**config.mk**
```make
export PLATFORM = sky130hd
export DESIGN_NAME = pivot_processor
export DESIGN_NICKNAME = d
export VERILOG_FILES = /design/src/rtl/pivot_processor_pkg.sv /design/src/rtl/pivot_processor.sv
export SDC_FILE = /design/constraint.sdc
export NUM_CORES = 1
export LEC_CHECK = 0
export CAP_MARGIN = 20
export CORE_AREA = 2 2 39 41
export CTS_BUF_LIST = sky130_fd_sc_hd__clkbuf_4 sky130_fd_sc_hd__clkbuf_8 sky130_fd_sc_hd__clkbuf_16
export DETAILED_ROUTE_END_ITERATION = 10
export DIE_AREA = 0 0 41 43
export GPL_ROUTABILITY_DRIVEN = 0
export PLACE_DENSITY_LB_ADDON = 0.05
export RECOVER_POWER = 50
export SYNTH_ARGS = -nofsm -noshare
export SYNTH_HDL_FRONTEND = slang
export SYNTH_SLANG_ARGS = --single-unit
```
**constraint.sdc**
```tcl
create_clock -name clk -period 3.1 [get_ports clk]
set_input_delay 0.93 -clock clk [delete_from_list [all_inputs] [get_ports clk]]
set_output_delay 0.93 -clock clk [all_outputs]
set_load 0.03 [all_outputs]
```
**src/rtl/pivot_processor_pkg.sv**
```systemverilog
// Shared row-operation encoding used by the pivot cell and the processor_B row cells.
package pivot_processor_pkg;

   localparam int unsigned OP_W = 2;

   typedef enum logic [OP_W-1:0] {
      OP_PASS = 2'b00,
      OP_ADD  = 2'b01,
      OP_SWAP = 2'b10
   } op_e;

endpackage

```
**src/rtl/pivot_processor.sv**
```systemverilog
// Pivot cell of a GF(2) systolic eliminator: picks the first row with a set diagonal bit
// as pivot and broadcasts swap/add/pass operations to the processor_B cells of each row.
module pivot_processor
   import pivot_processor_pkg::*;
#(
   parameter int unsigned N_ROWS = 8
) (
   input  logic                       clk,
   input  logic                       rst,
   input  logic                       start,
   input  logic                       valid_in,
   input  logic                       data_in,
   output logic [OP_W-1:0]            op_out,
   output logic                       valid_out,
   output logic                       data_out,
   output logic [$clog2(N_ROWS)-1:0]  pivot_row,
   output logic                       done,
   output logic                       fail
);

   localparam int unsigned CNT_W = $clog2(N_ROWS);

   typedef enum logic [1:0] {
      IDLE   = 2'b00,
      SEARCH = 2'b01,
      FINISH = 2'b10
   } state_e;

   state_e             state, state_nxt;
   logic               r, r_nxt;
   logic [CNT_W-1:0]   row_cnt, row_cnt_nxt;
   logic [CNT_W-1:0]   pivot_nxt;
   logic               fail_nxt, done_nxt, data_nxt;
   op_e                op_nxt;
   logic               accept, last_row;

   // A row counts only while searching; a start in the same cycle discards it.
   assign accept   = (state == SEARCH) && valid_in && !start;
   assign last_row = (row_cnt == CNT_W'(N_ROWS - 1));

   // State register
   always_ff @(posedge clk or posedge rst) begin
      if (rst) state <= IDLE;
      else     state <= state_nxt;
   end

   // Next-state logic; start wins over every transition, including FINISH -> IDLE
   always_comb begin
      state_nxt = state;
      if (start) begin
         state_nxt = SEARCH;
      end else begin
         case (state)
            IDLE:    state_nxt = IDLE;
            SEARCH:  if (accept && last_row) state_nxt = FINISH;
            FINISH:  state_nxt = IDLE;
            default: state_nxt = IDLE;
         endcase
      end
   end

   // Output/datapath next values
   always_comb begin
      r_nxt       = r;
      row_cnt_nxt = row_cnt;
      pivot_nxt   = pivot_row;
      fail_nxt    = fail;
      done_nxt    = 1'b0;
      op_nxt      = OP_PASS;
      if (start) begin
         r_nxt       = 1'b0;
         row_cnt_nxt = '0;
         pivot_nxt   = '0;
         fail_nxt    = 1'b0;
      end else if (accept) begin
         if (data_in && !r) begin
            op_nxt    = OP_SWAP;
            r_nxt     = 1'b1;
            pivot_nxt = row_cnt;
         end else if (data_in) begin
            op_nxt = OP_ADD;
         end
         if (last_row) begin
            row_cnt_nxt = '0;
            done_nxt    = 1'b1;
            // fail reflects the pivot state including the row accepted this cycle
            fail_nxt    = ~(r | data_in);
         end else begin
            row_cnt_nxt = row_cnt + CNT_W'(1);
         end
      end
      data_nxt = (op_nxt == OP_PASS) ? data_in : 1'b0;
   end

   // Registered outputs and pass state
   always_ff @(posedge clk or posedge rst) begin
      if (rst) begin
         r         <= 1'b0;
         row_cnt   <= '0;
         op_out    <= OP_PASS;
         valid_out <= 1'b0;
         data_out  <= 1'b0;
         pivot_row <= '0;
         done      <= 1'b0;
         fail      <= 1'b0;
      end else begin
         r         <= r_nxt;
         row_cnt   <= row_cnt_nxt;
         op_out    <= op_nxt;
         valid_out <= valid_in;
         data_out  <= data_nxt;
         pivot_row <= pivot_nxt;
         done      <= done_nxt;
         fail      <= fail_nxt;
      end
   end

endmodule

```
# [After elaboration in Yosys (flattened, before gate mapping)]
# Cells that the tools add are included.
# Widths: inputs -> output; s select.
[word_totals] regBits=15 wordCells=50 output_inout_bits=9
[op_classes] bitwise=2 n_mux=23 addsub=1 n_reduce_logical=12 n_eq_ne=3
[ops] cell="$mux 3" n=6
[ops] cell="$mux 2" n=6
[ops] cell="$mux 1" n=11
[ops] cell="$reduce_bool 2->1" n=3
[ops] cell="$logic_and 1x1->1" n=4
[ops] cell="$reduce_and 2->1" n=2
[ops] cell="$add 3x1->3 const B" n=1
[ops] cell="$eq 3x3->1 const B" n=1
[ops] cell="$ne 3x2->1 const B" n=1
[ops] cell="$eq 2x1->1 const B" n=1
[ops] cell="$logic_not 1->1" n=2
[ops] cell="$logic_not 2->1" n=1
[ops] cell="$not 1->1" n=1
[ops] cell="$or 1x1->1" n=1

# [Logic depth before layout (Yosys ltp)]
# Gate-level depths: netlist of the first run.
[logic_depth] depth_word=7 depth_mapped=5 ltp_nobuf=5

# [Worst setup path before layout of the first run]
# OpenSTA, ideal clock, no wires.
[synth_timing] kind="input port to flip-flop" from="input valid_in" to="register fail" required_ns=3.022 path_stages=3 setup_time_ns=0.078 n_path_buf=0 arrival_time_ns=1.570 setup_slack_ns=1.453 cell_sequence="nand3b_4 > or4_1 > a21oi_1"
[synth_via] elab_chain_cells=4
[synth_rtl] item="start: declaration" line_no="pivot_processor.sv:11" source="input logic valid_in,"
[synth_rtl] item="$logic_and 1x1->1 (2 in series)" line_no="pivot_processor.sv:38" source="assign accept = (state == SEARCH) && valid_in && !start;"
[synth_rtl] item="$reduce_bool 2->1 (no line)"
[synth_rtl] item="$reduce_and 2->1 (no line)"
[synth_rtl] item="end signal: assignment" line_no="pivot_processor.sv:114" source="fail <= fail_nxt;"
[synth_rtl] item="end: declaration" line_no="pivot_processor.sv:18" source="output logic fail"
# No other way between the ends.
# A chain may end at the register's enable or synchronous reset.

# [Final worst setup path of the first run]
# Ends and elaborated chain as after synthesis.

==> metrics.md, run 1 <==
| Metric | Value |
|---|---|
| Status | `complete, no violations` |
| Diodes inserted | `0` |
| Area contributors post-synth | `dfrtp_1, mux2i_1, nand2b_1` |
| CTS tree | `built` |
| Vias | `roughly 430` |
| Leading area contributor after synthesis | `dfrtp_1` |
| Yosys reg bits | `15` |
| Max_cap viols | `0` |
| Chip height | `approximately 43 um` |
| Pre-Repair DR Iteration Count | `3` |
| Antenna violations before repair | `0` |
| Share of the synthesized area in the top cell type | `0.584` |
| Drc violations | `0` |
| Critical Path RT | `3.31 ns` |
| Post-route insts no fill | `86` |
| Core Region | `1380 sq um` |
| Sequential-to-total area share from yosys stat | `0.584` |
| RSZ-0062 raised after global routing | `false` |
| Die area | `1760 sq um` |
| Global-route wire length before repair | `1750 um` |
| IO Count | `14` |
| Total power | `356 uW` |
| Cell Rows | `14` |
| Pre-CTS setup slack | `0.762 ns` |
| Die W | `41 um` |
| Yosys cell types | `20` |
| CP Class | `in -> reg` |
| Routed WL per cell | `11.8 um` |
| Worst Setup SP | `valid_in` |
| Worst path arrival time | `between 2 and 2.5 ns` |
| Port bufs | `13` |
| Clock latency on the worst-skew pair | `0.28 ns` |
| Max-slew violations | `0` |
| Final setup vio count | `0` |
| Root Buffer | `clkbuf_4` |
| Share of cells above drive strength 1 | `0.114` |
| Leak | `between 0.3 and 0.4 nW` |
| Worst vdd ir | `0.249 mV` |
| Setup total negative slack | `0 ns` |
| Placed cell count | `82` |
| Layout area overhead | `26.3%` |
| R2R Setup Slk | `1.60 ns` |
| Total CTS buffers | `3` |
| CP Capture Point | `fail` |
| Fill count | `132` |
| CTS H-tree depth | `1` |
| Dpl hpwl | `between 700 and 800 um` |
| Gate Count Post-Synth | `53` |
| Vias in the first global route | `around 410` |
| Clock sinks | `15` |
| Final ANT Viol Nets | `0` |
| Placed inst area | `roughly 800 sq um` |
| RR Endpoint | `fail` |
| Slew @ Worst Pin | `about 0.56 ns` |
| Largest net degree at the start of global routing | `16` |
| Final WS setup | `0.838 ns` |
| Hold buffer count at CTS | `0` |
| Syn Nets | `60` |
| Clock slew at reported path FFs | `about 0.090 ns` |
| CTS Buffer Depth | `2` |
| Starting Density | `0.465` |
| Cts repair resizes | `0` |
| Initial DRC count | `8` |
| Clock skew | `0.00691 ns` |
| Total track usage | `0.147` |
| Max Clk Rate | `0.442 GHz` |
| Power per cell area | `about 440 nW/um^2` |
| Slew Limit Headroom | `0.624` |
| Routed WL | `1020 um` |
| Hold Crit Class | `reg -> reg` |
| GRT overflow | `0` |
| Syn. warnings | `0` |
| R2R depth | `5` |
| Worst setup SP type | `primary input` |
| Crit path max fanout | `9` |
| Min Tclk post-route | `2.26 ns` |
| Final hold viol count | `0` |
| Worst setup EP type | `flop` |
| Post-Syn Area | `643 sq um` |
| Crit Reg-Reg Startpoint | `row_cnt[0]` |
| Routed vias/inst | `4.94` |
| Nets | `78` |
| Post-route cell area | `812 sq um` |
| Postcts setup bufs | `0` |
| Mean post-synth cell area | `12.1 sq um` |
| Period utilisation layout | `0.730` |
## registers in the layout (all words and copies together) (netlist names)
signal / flops
done: 1
data_out: 1
state: 2
pivot_row: 3
fail: 1
r: 1
op_out: 2
valid_out: 1
row_cnt: 3
## placed cells by master (no fill, tap or decap), types with 2 or more instances in the layout
master / n
nand2b_1: 6
nor2_1: 4
dlygate4sd3_1: 2
a21oi_1: 2
clkbuf_4: 3
inv_1: 3
nand2_1: 3
clkdlybuf4s50_1: 11
mux2i_1: 5
ha_1: 2
nor3_1: 2
dfrtp_1: 15
## power breakdown
| part | switching [mW] | internal, mW | total (mW) | leakage, nW |
|---|---|---|---|---|
| Clock | 0.0624 | 0.0478 | 0.110 | 0.0177 |
| Combinational | 0.0217 | 0.0183 | 0.0400 | 0.149 |
| Sequential | 0.00403 | 0.201 | 0.205 | 0.197 |
## metal layers
layer / part of all wire / GRT usage / vias up
met3: 0.057 / 0.0314 / 0
met4: 0 / 0.0600 / 0
met5: 0 / 0 / -
met1: 0.49 / 0.238 / 199
li1: - / - / 215
met2: 0.45 / 0.184 / 11
## critical path, cell delays in order
cell           delay [ns]
dlygate4sd3_1        0.60
nand3b_1             0.30
or4_1                0.49
a21oi_1              0.16
## logic make-up (layout without fill, tap and decap cells)
group           Yosys count  after routing  synth area share
simple gates             22             22             0.226
mux                       5              5            0.0778
flops                    15             15             0.584
compound gates            5              5            0.0506
fa+ha+maj                 2              2            0.0389
buf+inv                   4             21            0.0233
## how the worst min path moves through the flow
| stage | startpoint | to | slack (ns) | depth (start not counted) |
|---|---|---|---|---|
| floorplan | r | op_out[1] | 0.47 | 1 |
| global placement | r | op_out[1] | 0.51 | 1 |
| detailed placement | r | op_out[1] | 0.51 | 1 |
| CTS | r | op_out[1] | 0.53 | 1 |
| global route | pivot_row[2] | pivot_row[2] | 0.57 | 2 |
| finish | r | op_out[1] | 0.52 | 1 |
## cell type report
class,count,area (sq um),area share
well taps,16,20.0,0.0247
flip-flops and latches,15,375,0.462
clock buffers,3,22.5,0.0277
inverters,3,11.3,0.0139
multi-input cells,34,240,0.296
clock inverters,1,5.00,0.00616
repair buffers,14,138,0.169
## stage by stage
| step | hold WS (ns) | util |
|---|---|---|
| finish | 0.522 | 0.587 |
| global route | 0.568 | 0.587 |
| CTS | 0.528 | 0.596 |
| detailed placement | 0.515 | 0.576 |
| global placement | 0.513 | 0.576 |
| floorplan | 0.468 | - |
## synthesized netlist by cell type (all sizes together)
library cell  count
ha                2
or3               1
nor3              2
a31o              1
nand3b            1
nor2              4
clkbuf            1
nand2             3
inv               3
nor3b             1
a21oi             2
o21ai             1
nor2b             1
dfrtp            15
mux2i             5
or4               1
and4bb            1
and3              1
nand2b            6
a41oi             1
(Power assumes the default switching activity.)
==> inputs of run 2 (changes only) <==
--- a/config.mk
+++ b/config.mk
@@ -6,10 +6,10 @@
 export NUM_CORES = 1
 export LEC_CHECK = 0
 export CAP_MARGIN = 20
-export CORE_AREA = 2 2 39 41
+export CORE_MARGIN = 2
+export CORE_UTILIZATION = 47
 export CTS_BUF_LIST = sky130_fd_sc_hd__clkbuf_4 sky130_fd_sc_hd__clkbuf_8 sky130_fd_sc_hd__clkbuf_16
 export DETAILED_ROUTE_END_ITERATION = 10
-export DIE_AREA = 0 0 41 43
 export GPL_ROUTABILITY_DRIVEN = 0
 export PLACE_DENSITY_LB_ADDON = 0.05
 export RECOVER_POWER = 50
==> constraint.sdc (replaced) <==
create_clock -name clk -period 2.2 [get_ports clk]
set_input_delay 0.66 -clock clk [delete_from_list [all_inputs] [get_ports clk]]
set_output_delay 0.66 -clock clk [all_outputs]
set_load 0.03 [all_outputs]
==> run 2 against run 1 <==
Register-to-register slack worse by 0.92 ns. Non-clock buffer count did not move. Combinational power grew 44%. Largest cell class unchanged. Largest power group unchanged.
==> metrics.md, run 2 (synthesis gave the netlist of run 1 again) <==
| Metric | Value |
|---|---|
| Clock slew at reported path FFs | `0.09 ns` |
| Drc violations | `0` |
| Layout area overhead | `28.4%` |
| Status | `complete, no violations` |
| Slew Limit Headroom | `0.635` |
| CTS Buffer Depth | `2` |
| Worst setup SP type | `flop` |
| Diodes inserted | `0` |
| Clock skew | `0.00462 ns` |
| Antenna violations before repair | `0` |
| Period utilisation layout | `0.892` |
| Leak | `roughly 0.37 nW` |
| GRT overflow | `0` |
| Starting Density | `0.500` |
| Total track usage | `0.170` |
| Root Buffer | `clkbuf_4` |
| Final setup vio count | `0` |
| Crit path max-delay family | `buffers and inverters` |
| Max incr delay on CP | `0.67 ns` |
| Commonest non-fill, non-tap cell in the layout | `dfrtp_1` |
| Core Region | `~1300 sq um` |
| Cell Rows | `13` |
| Routed WL per cell | `12.4 um` |
| Postcts setup bufs | `0` |
| Dpl hpwl | `approximately 750 um` |
| Setup total negative slack | `0 ns` |
| Clock latency on the worst-skew pair | `0.29 ns` |
| Slew @ Worst Pin | `0.547 ns` |
| Worst vdd ir | `0.406 mV` |
| Max Clk Rate | `0.510 GHz` |
| Chip height | `~41 um` |
| Hold buffer count at CTS | `0` |
| Port bufs | `13` |
| Fill count | `109` |
| Min Tclk post-route | `about 2.0 ns` |
| Total CTS buffers | `3` |
| RSZ-0062 raised after global routing | `false` |
| Max-slew violations | `0` |
| Critical Path RT | `1.54 ns` |
| Routed vias/inst | `approximately 5.1` |
| Global-route wire length before repair | `1760 um` |
| IO Count | `14` |
| CTS H-tree depth | `1` |
| Initial DRC count | `5` |
| CP Class | `reg -> out` |
| Max_cap viols | `0` |
| Vias in the first global route | `423` |
| Hold Crit Class | `reg -> reg` |
| Final hold viol count | `0` |
| Most frequent cells in the layout | `dfrtp_1, clkdlybuf4s50_1, nand2b_1` |
| WP buf/inv | `1` |
| CTS tree | `built` |
| Slowest stage cell on the critical path | `clkdlybuf4s50_1` |
| Area of the multi-input gates | `253 sq um` |
| Cts repair resizes | `0` |
| Worst path arrival time | `1.30 ns` |
| Top Registers | `pivot_row: 3 flops, row_cnt: 3 flops` |
| Nets | `78` |
| Share of cells above drive strength 1 | `0.129` |
| Fin util | `0.643` |
| Seq. cell area | `375 sq um` |
| Power per cell area | `627 nW/um^2` |
| Vias | `434` |
| Final ANT Viol Nets | `0` |
| Clock sinks | `15` |
| Die area | `1680 sq um` |
| Cell chain of the critical path | `clkdlybuf4s50_1` |
| Crit path max fanout | `2` |
| Worst setup EP type | `output port` |
| Pre-Repair DR Iteration Count | `4` |
| Routed WL | `1060 um` |
| Largest net degree at the start of global routing | `16` |
| Die W | `41.0 um` |
## run 2: cell types whose count changed in the layout (fill, tap and decap cells not counted), sizes merged
cell	before	now
clkbuf	3	4
clkinv	1	0
## run 2: layer usage
layer  wire [um]  share of wire  track usage  up-vias
met1         472           0.45        0.205      200
li1            -              -            -      217
met3          61          0.058       0.0326        3
met2         494           0.47        0.266       14
met5           0              0            0        -
met4          27          0.026        0.125        0
## run 2: worst paths after layout
path / from / slack (ns) / to / cells after the start
setup / recovery: pivot_row[2] / 0.24 / pivot_row[2] / 1
hold / removal: r / 0.53 / op_out[1] / 1
min in group asynchronous: rst / 0.85 / op_out[1] / 2
hold reg to reg: r / 0.53 / op_out[1] / 1
setup reg to reg: row_cnt[0] / 0.68 / fail / 5
max in group asynchronous: rst / 0.99 / pivot_row[1] / 2
## run 2: stage by stage
step                cell area [sq um]  std cells  setup slack [ns]  hold slack [ns]  power, mW
floorplan                         643         53             0.814            0.468      0.329
global placement                  796         81             0.136            0.524      0.354
detailed placement                796         81             0.138            0.527      0.355
CTS                               826         85             0.227            0.537      0.522
global route                      826         85             0.194            0.576      0.545
finish                            826         85             0.238            0.531      0.518
## run 2: layout make-up
class,count,area share
inverter,3,0.0136
sequential,15,0.455
tap,15,0.0227
multi-input combinational,34,0.306
clock buffer,4,0.0364
timing repair buffer,14,0.167
## run 2: power breakdown
part | internal (mW) | total, mW | switching (mW) | leakage (nW)
clock network | 0.0829 | 0.171 | 0.0877 | 0.0184
logic | 0.0266 | 0.0578 | 0.0312 | 0.154
registers | 0.284 | 0.289 | 0.00568 | 0.197
